`config.mk`:
```
export PLATFORM = sky130hd
export DESIGN_NAME = spring_force_accumulator
export DESIGN_NICKNAME = d
export VERILOG_FILES = /design/src/rtl/spring_force_accumulator_pkg.sv /design/src/rtl/spring_force_accumulator_sat_add.sv /design/src/rtl/spring_force_accumulator.sv
export SDC_FILE = /design/constraint.sdc
export NUM_CORES = 1
export LEC_CHECK = 0
export ABC_CLOCK_PERIOD_IN_PS = 3900
export CELL_PAD_IN_SITES_DETAIL_PLACEMENT = 1
export CELL_PAD_IN_SITES_GLOBAL_PLACEMENT = 2
export CORE_MARGIN = 2
export CORE_UTILIZATION = 30
export CTS_CLUSTER_DIAMETER = 100
export DETAILED_ROUTE_END_ITERATION = 10
export PLACE_DENSITY_LB_ADDON = 0.1
export SLEW_MARGIN = 20
export SYNTH_ARGS = -nofsm -noshare
export SYNTH_HDL_FRONTEND = slang
export SYNTH_SLANG_ARGS = --single-unit
```
`constraint.sdc`:
```
create_clock -name clk_in -period 3.9 [get_ports clk_in]
set_input_delay 0.39 -clock clk_in [delete_from_list [all_inputs] [get_ports clk_in]]
set_output_delay 0.39 -clock clk_in [all_outputs]
set_load 0.005 [all_outputs]
```
`src/rtl/spring_force_accumulator_pkg.sv`:
```
// Shared physics constants, node-index type and accumulator FSM states.
package spring_force_accumulator_pkg;

    localparam int unsigned POSITION_SIZE     = 16;
    localparam int unsigned VELOCITY_SIZE     = 12;
    localparam int unsigned FORCE_SIZE_DEF    = 5;
    localparam int unsigned NUM_SPRINGS_DEF   = 2;
    localparam int unsigned NUM_NODES_DEF     = 3;
    localparam int unsigned ACCUM_SIZE_DEF    = FORCE_SIZE_DEF + $clog2(NUM_SPRINGS_DEF) + 2;
    localparam int unsigned NODE_IDX_SIZE_DEF = $clog2(NUM_NODES_DEF) + 1;

    typedef logic [NODE_IDX_SIZE_DEF-1:0] node_idx_t;

    typedef enum logic [1:0] {
        ST_IDLE   = 2'd0,
        ST_ACCUM  = 2'd1,
        ST_FINISH = 2'd2
    } state_t;

endpackage

```
`src/rtl/spring_force_accumulator_sat_add.sv`:
```
// Signed W-bit adder that clamps to the representable range and flags the clamp.
module sat_add_signed #(
    parameter int unsigned W = 8
) (
    input  logic [W-1:0] a,
    input  logic [W-1:0] b,
    output logic [W-1:0] sum,
    output logic         clamp
);

    logic [W:0] full;

    // One guard bit detects overflow; clamp toward the sign of the true result.
    always_comb begin
        full  = {a[W-1], a} + {b[W-1], b};
        clamp = full[W] ^ full[W-1];
        sum   = full[W-1:0];
        if (clamp) begin
            sum = full[W] ? {1'b1, {(W-1){1'b0}}} : {1'b0, {(W-1){1'b1}}};
        end
    end

endmodule

```
`src/rtl/spring_force_accumulator.sv`:
```
// Folds the per-spring force stream into saturated net per-node force totals.
module spring_force_accumulator
    import spring_force_accumulator_pkg::*;
#(
    parameter int unsigned NUM_SPRINGS = NUM_SPRINGS_DEF,
    parameter int unsigned NUM_NODES   = NUM_NODES_DEF,
    parameter int unsigned FORCE_SIZE  = FORCE_SIZE_DEF,
    parameter int unsigned ACCUM_SIZE  = FORCE_SIZE + $clog2(NUM_SPRINGS) + 2,
    localparam int unsigned IDX_W      = $clog2(NUM_NODES) + 1
) (
    input  logic                                         clk_in,
    input  logic                                         rst_in,
    input  logic                                         start_in,
    input  logic [1:0][NUM_SPRINGS-1:0][IDX_W-1:0]       springs,
    input  logic [FORCE_SIZE-1:0]                        spring_force_x_in,
    input  logic [FORCE_SIZE-1:0]                        spring_force_y_in,
    input  logic                                         spring_force_valid_in,
    input  logic                                         springs_done_in,
    output logic [NUM_NODES-1:0][ACCUM_SIZE-1:0]         node_force_x_out,
    output logic [NUM_NODES-1:0][ACCUM_SIZE-1:0]         node_force_y_out,
    output logic                                         forces_valid_out,
    output logic                                         busy_out,
    output logic                                         overflow_out,
    output logic                                         count_error_out
);

    localparam int unsigned CNT_W = $clog2(NUM_SPRINGS + 1);

    state_t                               state;
    logic [NUM_NODES-1:0][ACCUM_SIZE-1:0] acc_x;
    logic [NUM_NODES-1:0][ACCUM_SIZE-1:0] acc_y;
    logic [CNT_W-1:0]                     cnt;

    logic                         cnt_ok_c;
    logic                         take_c;
    logic [CNT_W-1:0]             cnt_next_c;
    logic [IDX_W-1:0]             first_c;
    logic [IDX_W-1:0]             second_c;
    logic                         first_ok_c;
    logic                         second_ok_c;
    logic                         apply_first_c;
    logic                         apply_second_c;
    logic signed [ACCUM_SIZE-1:0] fx_c;
    logic signed [ACCUM_SIZE-1:0] fy_c;
    logic signed [ACCUM_SIZE-1:0] nfx_c;
    logic signed [ACCUM_SIZE-1:0] nfy_c;
    logic [ACCUM_SIZE-1:0]        a_first_x_c;
    logic [ACCUM_SIZE-1:0]        a_first_y_c;
    logic [ACCUM_SIZE-1:0]        a_second_x_c;
    logic [ACCUM_SIZE-1:0]        a_second_y_c;
    logic [ACCUM_SIZE-1:0]        sum_first_x_c;
    logic [ACCUM_SIZE-1:0]        sum_first_y_c;
    logic [ACCUM_SIZE-1:0]        sum_second_x_c;
    logic [ACCUM_SIZE-1:0]        sum_second_y_c;
    logic                         clamp_first_x_c;
    logic                         clamp_first_y_c;
    logic                         clamp_second_x_c;
    logic                         clamp_second_y_c;
    logic                         ovf_c;
    logic                         cerr_c;

    // Select the current spring's endpoints and read their accumulators.
    always_comb begin
        first_c      = '0;
        second_c     = '0;
        a_first_x_c  = '0;
        a_first_y_c  = '0;
        a_second_x_c = '0;
        a_second_y_c = '0;
        cnt_ok_c     = (cnt < CNT_W'(NUM_SPRINGS));
        take_c       = spring_force_valid_in && cnt_ok_c;
        cnt_next_c   = cnt + CNT_W'(take_c);
        for (int s = 0; s < NUM_SPRINGS; s++) begin
            if (cnt == CNT_W'(s)) begin
                first_c  = springs[0][s];
                second_c = springs[1][s];
            end
        end
        first_ok_c     = (first_c  < IDX_W'(NUM_NODES));
        second_ok_c    = (second_c < IDX_W'(NUM_NODES));
        apply_first_c  = take_c && first_ok_c  && (first_c != second_c);
        apply_second_c = take_c && second_ok_c && (first_c != second_c);
        for (int n = 0; n < NUM_NODES; n++) begin
            if (first_c == IDX_W'(n)) begin
                a_first_x_c = acc_x[n];
                a_first_y_c = acc_y[n];
            end
            if (second_c == IDX_W'(n)) begin
                a_second_x_c = acc_x[n];
                a_second_y_c = acc_y[n];
            end
        end
        // Extend first so negating the most-negative force cannot wrap.
        fx_c  = ACCUM_SIZE'($signed(spring_force_x_in));
        fy_c  = ACCUM_SIZE'($signed(spring_force_y_in));
        nfx_c = -fx_c;
        nfy_c = -fy_c;
    end

    sat_add_signed #(.W(ACCUM_SIZE)) u_first_x (
        .a(a_first_x_c), .b(fx_c), .sum(sum_first_x_c), .clamp(clamp_first_x_c)
    );
    sat_add_signed #(.W(ACCUM_SIZE)) u_first_y (
        .a(a_first_y_c), .b(fy_c), .sum(sum_first_y_c), .clamp(clamp_first_y_c)
    );
    sat_add_signed #(.W(ACCUM_SIZE)) u_second_x (
        .a(a_second_x_c), .b(nfx_c), .sum(sum_second_x_c), .clamp(clamp_second_x_c)
    );
    sat_add_signed #(.W(ACCUM_SIZE)) u_second_y (
        .a(a_second_y_c), .b(nfy_c), .sum(sum_second_y_c), .clamp(clamp_second_y_c)
    );

    // Flag conditions raised by the current cycle while accumulating.
    always_comb begin
        ovf_c  = (apply_first_c  && (clamp_first_x_c  || clamp_first_y_c)) ||
                 (apply_second_c && (clamp_second_x_c || clamp_second_y_c));
        cerr_c = (spring_force_valid_in && (!cnt_ok_c || !first_ok_c || !second_ok_c)) ||
                 (springs_done_in && (cnt_next_c != CNT_W'(NUM_SPRINGS)));
    end

    // Frame FSM, accumulator update and registered outputs.
    always_ff @(posedge clk_in) begin
        if (!rst_in) begin
            state            <= ST_IDLE;
            acc_x            <= '0;
            acc_y            <= '0;
            cnt              <= '0;
            node_force_x_out <= '0;
            node_force_y_out <= '0;
            forces_valid_out <= 1'b0;
            busy_out         <= 1'b0;
            overflow_out     <= 1'b0;
            count_error_out  <= 1'b0;
        end else begin
            forces_valid_out <= 1'b0;
            if (start_in) begin
                state           <= ST_ACCUM;
                acc_x           <= '0;
                acc_y           <= '0;
                cnt             <= '0;
                busy_out        <= 1'b1;
                overflow_out    <= 1'b0;
                count_error_out <= 1'b0;
            end else begin
                case (state)
                    ST_ACCUM: begin
                        cnt <= cnt_next_c;
                        for (int n = 0; n < NUM_NODES; n++) begin
                            if (apply_first_c && (first_c == IDX_W'(n))) begin
                                acc_x[n] <= sum_first_x_c;
                                acc_y[n] <= sum_first_y_c;
                            end
                            if (apply_second_c && (second_c == IDX_W'(n))) begin
                                acc_x[n] <= sum_second_x_c;
                                acc_y[n] <= sum_second_y_c;
                            end
                        end
                        if (ovf_c) begin
                            overflow_out <= 1'b1;
                        end
                        if (cerr_c) begin
                            count_error_out <= 1'b1;
                        end
                        if (springs_done_in) begin
                            state <= ST_FINISH;
                        end
                    end
                    ST_FINISH: begin
                        node_force_x_out <= acc_x;
                        node_force_y_out <= acc_y;
                        forces_valid_out <= 1'b1;
                        busy_out         <= 1'b0;
                        state            <= ST_IDLE;
                    end
                    default: begin
                        state <= ST_IDLE;
                    end
                endcase
            end
        end
    end

endmodule

```
Word level (Yosys, flattened, before mapping). Cells that the tools add are included. W data, S select, Z words.

Flip-flop bits (word level): 104. Bits of input ports: 27. Output and inout port bits: 52. Word-level logic and storage cells: 127.

Add/sub/neg operators: 7. Order comparisons: 3. Equal/unequal tests: 10. Muxes and demuxes: 42. Bitwise logic cells: 7. Reduce and logical (&&, ||, !) cells: 39.

Operators by type and width (number): $mux W8 (32); $add A8 B5 Y9 (2); $add A8 B8 Y9 (2); $neg A5 Y8 (2); $logic_and A1 B1 Y1 (15); $mux W3 (4); $reduce_and A2 Y1 (6); $reduce_bool A2 Y1 (4); $eq A3 B1 Y1 const B (2); $eq A3 B2 Y1 const B (2); $logic_not A3 Y1 (2); $logic_or A1 B1 Y1 (6); $lt A3 B2 Y1 const B (2); $mux W1 (6); $eq A2 B1 Y1 const B (2); $xor A1 B1 Y1 (4); $logic_not A1 Y1 (3); $ne A3 B3 Y1 (1); $ne A3 B3 Y1 const B (1); $not A1 Y1 (3); $reduce_or A3 Y1 (1); $add A2 B1 Y2 (1); $eq A2 B2 Y1 const B (1); $logic_not A2 Y1 (1); other kinds (3) (3).

Depth between registers and ports, before layout.
Word-level depth: 13. Gate-level depth with buffers: 19. Gate-level depth less buffers: 15.

Hierarchy. Synthesis repeated with hierarchy kept, for this count alone.

Cells, all modules: 760. Area, all modules: 6896.6 µm².

By module, submodules not included: spring_force_accumulator (times used 1, cells an instance 536, area each 5134.9 µm², sequential area each 2082.0 µm²); sat_add_signed at u_first_x ... (times used 3, cells an instance 56, area each 432.9 µm², sequential area each 0.0 µm²); sat_add_signed at u_second_x (times used 1, cells an instance 56, area each 462.9 µm², sequential area each 0.0 µm²).

Worst setup path after synthesis. OpenSTA, ideal clock, no wires.

Path kind: flip-flop to flip-flop. Start: register cnt[0]. End: register acc_x[0] in the netlist's numbering. Setup time: 0.117 ns. Arrival: 4.035 ns. Required time: 3.783 ns. Slack: -0.252 ns. Stages on the path, launching flop included: 19. Path buffers: 5. Clock period less this slack: 4.152 ns. Cell sequence: dfxtp_1 -> buf_2 -> buf_2 -> mux2i_1 -> nor2_1 -> and2_1 -> clkbuf_1 -> clkbuf_1 -> nand2_1 -> o21ai_0 -> ha_1 -> a21o_1 -> a211o_1 -> a2bb2oi_2 -> or4_1 -> buf_2 -> a21o_1 -> mux2_2 -> a22o_1.

Cells in the longest elaborated chain, start to end: 12. Elaborated cells on any way between the ends: 41. Those cells by class: add/sub (2); order compare (3); eq/ne (6); mux (16); bitwise (2); reduce/logical (12).

Ends and longest elaborated chain: start, declared (line spring_force_accumulator.sv:32) `logic [CNT_W-1:0] cnt;`; start signal, assigned (line spring_force_accumulator.sv:147) `cnt <= cnt_next_c;`; $logic_not A2 Y1 (line spring_force_accumulator.sv:74) `if (cnt == CNT_W'(s)) begin`; $mux W3 (2 in a row) (line spring_force_accumulator.sv:74); $logic_not A3 Y1 (line spring_force_accumulator.sv:84, spring_force_accumulator.sv:149); $mux W8 (3 in a row) (line spring_force_accumulator.sv:84) `if (first_c == IDX_W'(n)) begin`; $add A8 B5 Y9 (line spring_force_accumulator_sat_add.sv:15) `full = {a[W-1], a} + {b[W-1], b};`; $mux W8 or $xor A1 B1 Y1 (tied branches) (line spring_force_accumulator_sat_add.sv:19, spring_force_accumulator_sat_add.sv:16); $mux W8 (line spring_force_accumulator_sat_add.sv:18) `if (clamp) begin`; $mux W8 (line spring_force_accumulator.sv:149) `if (apply_first_c && (first_c == IDX_W'(n))) begin`; $mux W8 (line spring_force_accumulator.sv:153) `if (apply_second_c && (second_c == IDX_W'(n))) begin`; end signal, assigned by index (line spring_force_accumulator.sv:150) `acc_x[n] <= sum_first_x_c;`; end signal, assigned by index (line spring_force_accumulator.sv:154) `acc_x[n] <= sum_second_x_c;`; end, declared (line spring_force_accumulator.sv:30) `logic [NUM_NODES-1:0][ACCUM_SIZE-1:0] acc_x;`.

Parallel ways exist; a longest one is shown, timed or not. The select of a mux whose other input is x is not followed. A chain may end at the register's enable or synchronous reset.

Final worst setup path.
Start: register cnt[0]. End: register acc_x[9] in the netlist's numbering.

Cells in the longest elaborated chain, start to end: 12. Elaborated cells on any way between the ends: 41. Those cells by class: add/sub (2); order compare (3); eq/ne (6); mux (16); bitwise (2); reduce/logical (12).

Ends and longest elaborated chain (line): $logic_not A2 Y1 (spring_force_accumulator.sv:74); $mux W3 (2 in a row) (spring_force_accumulator.sv:74); $logic_not A3 Y1 (spring_force_accumulator.sv:84); $mux W8 (3 in a row) (spring_force_accumulator.sv:84); $add A8 B5 Y9 (spring_force_accumulator_sat_add.sv:15); $mux W8 or $xor A1 B1 Y1 (tied branches) (spring_force_accumulator_sat_add.sv:19, spring_force_accumulator_sat_add.sv:16); $mux W8 (spring_force_accumulator_sat_add.sv:18); $mux W8 (spring_force_accumulator.sv:149); $mux W8 (spring_force_accumulator.sv:153).

Parallel ways exist; a longest one is shown, timed or not. The select of a mux whose other input is x is not followed.

==> flow_summary.toml <==
[clock_tree]
clk_pin_slew_worst_paths_ns = 0.08
cts_hold_buf = 0
htree_levels = 3
cts_tree = "done"
clock-root-buffer = "clkbuf_16"
cts_buffer_depth = 2
clock-sinks = 104
numCtsBuffers = 9
clock_latency_ns = 0.37

[timing]
relSlewSlack = 0.306
fmax_mhz = 265
layout_min_cycle_time_ns = 3.77
clock_skew_ns = 0.0140
post-route-period-util = 0.966
final-setup-viol-count = 0
slew_violations = 0
finalHoldViolations = 0
worstMarginPinSlew_ns = 1.04

[finish]
area_growth_pct = 44.0
finalNetCount = 1057
postLayoutCellArea_um2 = 9310
diodes = 0
fin_cells = 1273
final_core_util = 0.442
drive_above_1_share = 0.257
fill_cells = 2489

[routing]
route.detailed.wl_per_inst_um = 21.7
initialDrtViolationCount = 382
viasPerCell = 5.51
firstDrtPassIters = 5
antenna_left = 0
drc = 0
vias = 7018
routed_wl_um = 27600

[logic_synthesis]
synth_ff_type = "dfxtp_1"
synthArstFlopShare = 0
syn_nets = 853
yosysWarnings = 0
yosysUniqueCellTypes = 59
synth.avg_cell_area_um2 = 8.20
yosysSeqAreaShare = 0.322
syn_inst = 789
synth_edf_count = 0
ys_ff_latch = 104
synth_area_um2 = 6470

[placed_design]
gp_routability_congestion = 0.910
placed_cells = 1253
placed_area_um2 = 8690
portBuffers = 78
dp_hpwl_um = 22000

[status]
status = "complete, no violations"

[setup_path]
cp-end-kind = "register"
cp-start-kind = "register"
critPathArrivalTime_ns = 4.07
path_cells = "buf_4 -> nand2b_1 -> a21oi_2 -> and2_4 -> buf_12 -> buf_4 -> a21oi_1 -> buf_4 -> nor2_1 -> ha_4 -> buf_4 -> nor2_1 -> a211o_1 -> a211o_1 -> and3_2 -> o21ai_0 -> buf_4 -> mux2i_1 -> o21ai_1"
cp_slowest_cell = "dfxtp_4"
crit_required_ns = 4.20
worstSetupPathType = "reg2reg"
slowest_delay_ns = 0.39
cp_max_fo = 9
crit_path_frequent_cell = "buf_4"

[grt]
overflow = 0
antenna_found_initial = 0
grt_max_degree = 50
grt_pass1_wl_um = 42400
grt_util_all_layers = 0.248
grt_pass1_vias = 7241

[power_and_ir_drop]
p_total_mw = 2.56
p_per_area_nw_per_um2 = 275
irDropWorstVdd_v = 0.000233
p_leak_nw = 3.76

[die]
num_io_pins = 79
start_util = 0.307
fp.coreArea_um2 = 21100
die_x_um = 151
num_rows = 53
fp.dieH_um = 151
die-area_um2 = 22700

[hold_path]
hold_path.class = "reg2reg"

[job]
drv_cap = 0
==> layout by cell type, fill, tap and decap left out, drive strengths merged, types with 11 or more instances in the layout <==
| cell type | synthesis | final |
|---|---|---|
| inv | 17 | 21 |
| buf | 9 | 159 |
| maj3 | 12 | 12 |
| o21ai | 64 | 64 |
| clkdlybuf4s50 | 0 | 75 |
| dfxtp | 104 | 104 |
| nor3 | 12 | 12 |
| a22oi | 16 | 16 |
| nand2b | 20 | 20 |
| xor2 | 18 | 18 |
| ha | 33 | 33 |
| nor2 | 51 | 51 |
| o211ai | 11 | 11 |
| a211oi | 11 | 11 |
| a221oi | 15 | 15 |
| a22o | 59 | 59 |
| a21oi | 75 | 75 |
| nand2 | 100 | 100 |
| mux2i | 14 | 14 |
==> synth_stat cells (all sizes together), types with 14 or more instances <==
library cell / count / area share
ha: 33 / 0.064
nor2: 51 / 0.030
clkbuf: 35 / 0.020
xor2: 18 / 0.024
mux2i: 14 / 0.022
nand2b: 20 / 0.019
nand2: 100 / 0.058
dfxtp: 104 / 0.32
a221oi: 15 / 0.020
a22oi: 16 / 0.019
a21oi: 75 / 0.059
inv: 17 / 0.0099
o21ai: 64 / 0.050
a22o: 59 / 0.080
==> repair_timing <==
item,CTS,global route
gates cloned,0,0
buffers inserted,0,4
gates resized for setup,18,75
setup endpoints to repair,32,42
pin swaps,0,21
endpoints found under the hold margin,0,0
==> worst paths after layout <==
path	startpoint	to	slack [ns]	depth (start not counted)
min	busy_out$_SDFFE_PN0P_	busy_out$_SDFFE_PN0P_	0.47	1
max reg2reg	cnt[0]$_SDFFE_PP0P_	acc_x[9]$_SDFFE_PP0P_	0.13	19
min reg2reg	busy_out$_SDFFE_PN0P_	busy_out$_SDFFE_PN0P_	0.47	1
max	cnt[0]$_SDFFE_PP0P_	acc_x[9]$_SDFFE_PP0P_	0.13	19
==> state kept, by name, indices dropped and copies added, names as in the netlist <==
register          flops
cnt                   2
node_force_y_out     24
node_force_x_out     24
state                 2
busy_out              1
acc_x                24
count_error_out       1
forces_valid_out      1
acc_y                24
overflow_out          1
==> critical path, delay by kind of cell, from the launching register on <==
kind / cells / cell delay [ns]
adder cells (fa/ha/maj): 1 / 0.18
AO/OA/AOI/OAI: 6 / 1.35
buffers and inverters: 6 / 0.86
multiplexers: 1 / 0.07
AND/OR/NAND/NOR: 5 / 0.85
flip-flops: 1 / 0.39
==> routing by layer <==
metal | GRT usage | wire length (um) | vias to the layer above
met2 | 0.400 | 12600 | 188
li1 | - | - | 3337
met4 | 0.0752 | 558 | 0
met3 | 0.0383 | 1420 | 35
met5 | 0 | 0 | -
met1 | 0.342 | 13000 | 3458
==> stage by stage <==
step,setup slack [ns],hold WS [ns],TNS (ns)
4_1_cts,0.000253,0.478,0
3_3_place_gp,-0.463,0.443,-14.08
6_report,0.131,0.474,0
5_1_grt,-0.0454,0.494,-0.104
3_5_place_dp,-0.487,0.460,-15.60
2_1_floorplan,0.00498,0.451,0
==> kinds of logic (layout without fill, tap and decap cells) <==
kind of cell	after synthesis	after routing	synth area share
AO/OA/AOI/OAI	310	310	0.329
XOR/XNOR	28	28	0.0379
adder cells (fa/ha/maj)	49	49	0.0948
buffers and inverters	61	270	0.0370
flip-flops	104	104	0.322
multiplexers	16	16	0.0252
AND/OR/NAND/NOR	221	221	0.154
==> layout make-up <==
class,count,area [um^2],area share
clock buffer,9,225,0.0242
clock inverter,7,86.3,0.00927
inverter,17,63.8,0.00685
multi-input combinational,624,4450,0.477
sequential,104,2090,0.224
tap,275,344,0.0369
timing repair buffer,237,2060,0.221
==> power breakdown <==
part           internal (mW)  switching, mW  total [mW]
Combinational          0.241          0.292       0.533
Sequential              1.07        0.00955        1.08
Clock                  0.462          0.487       0.949
(Power assumes the default switching activity.)
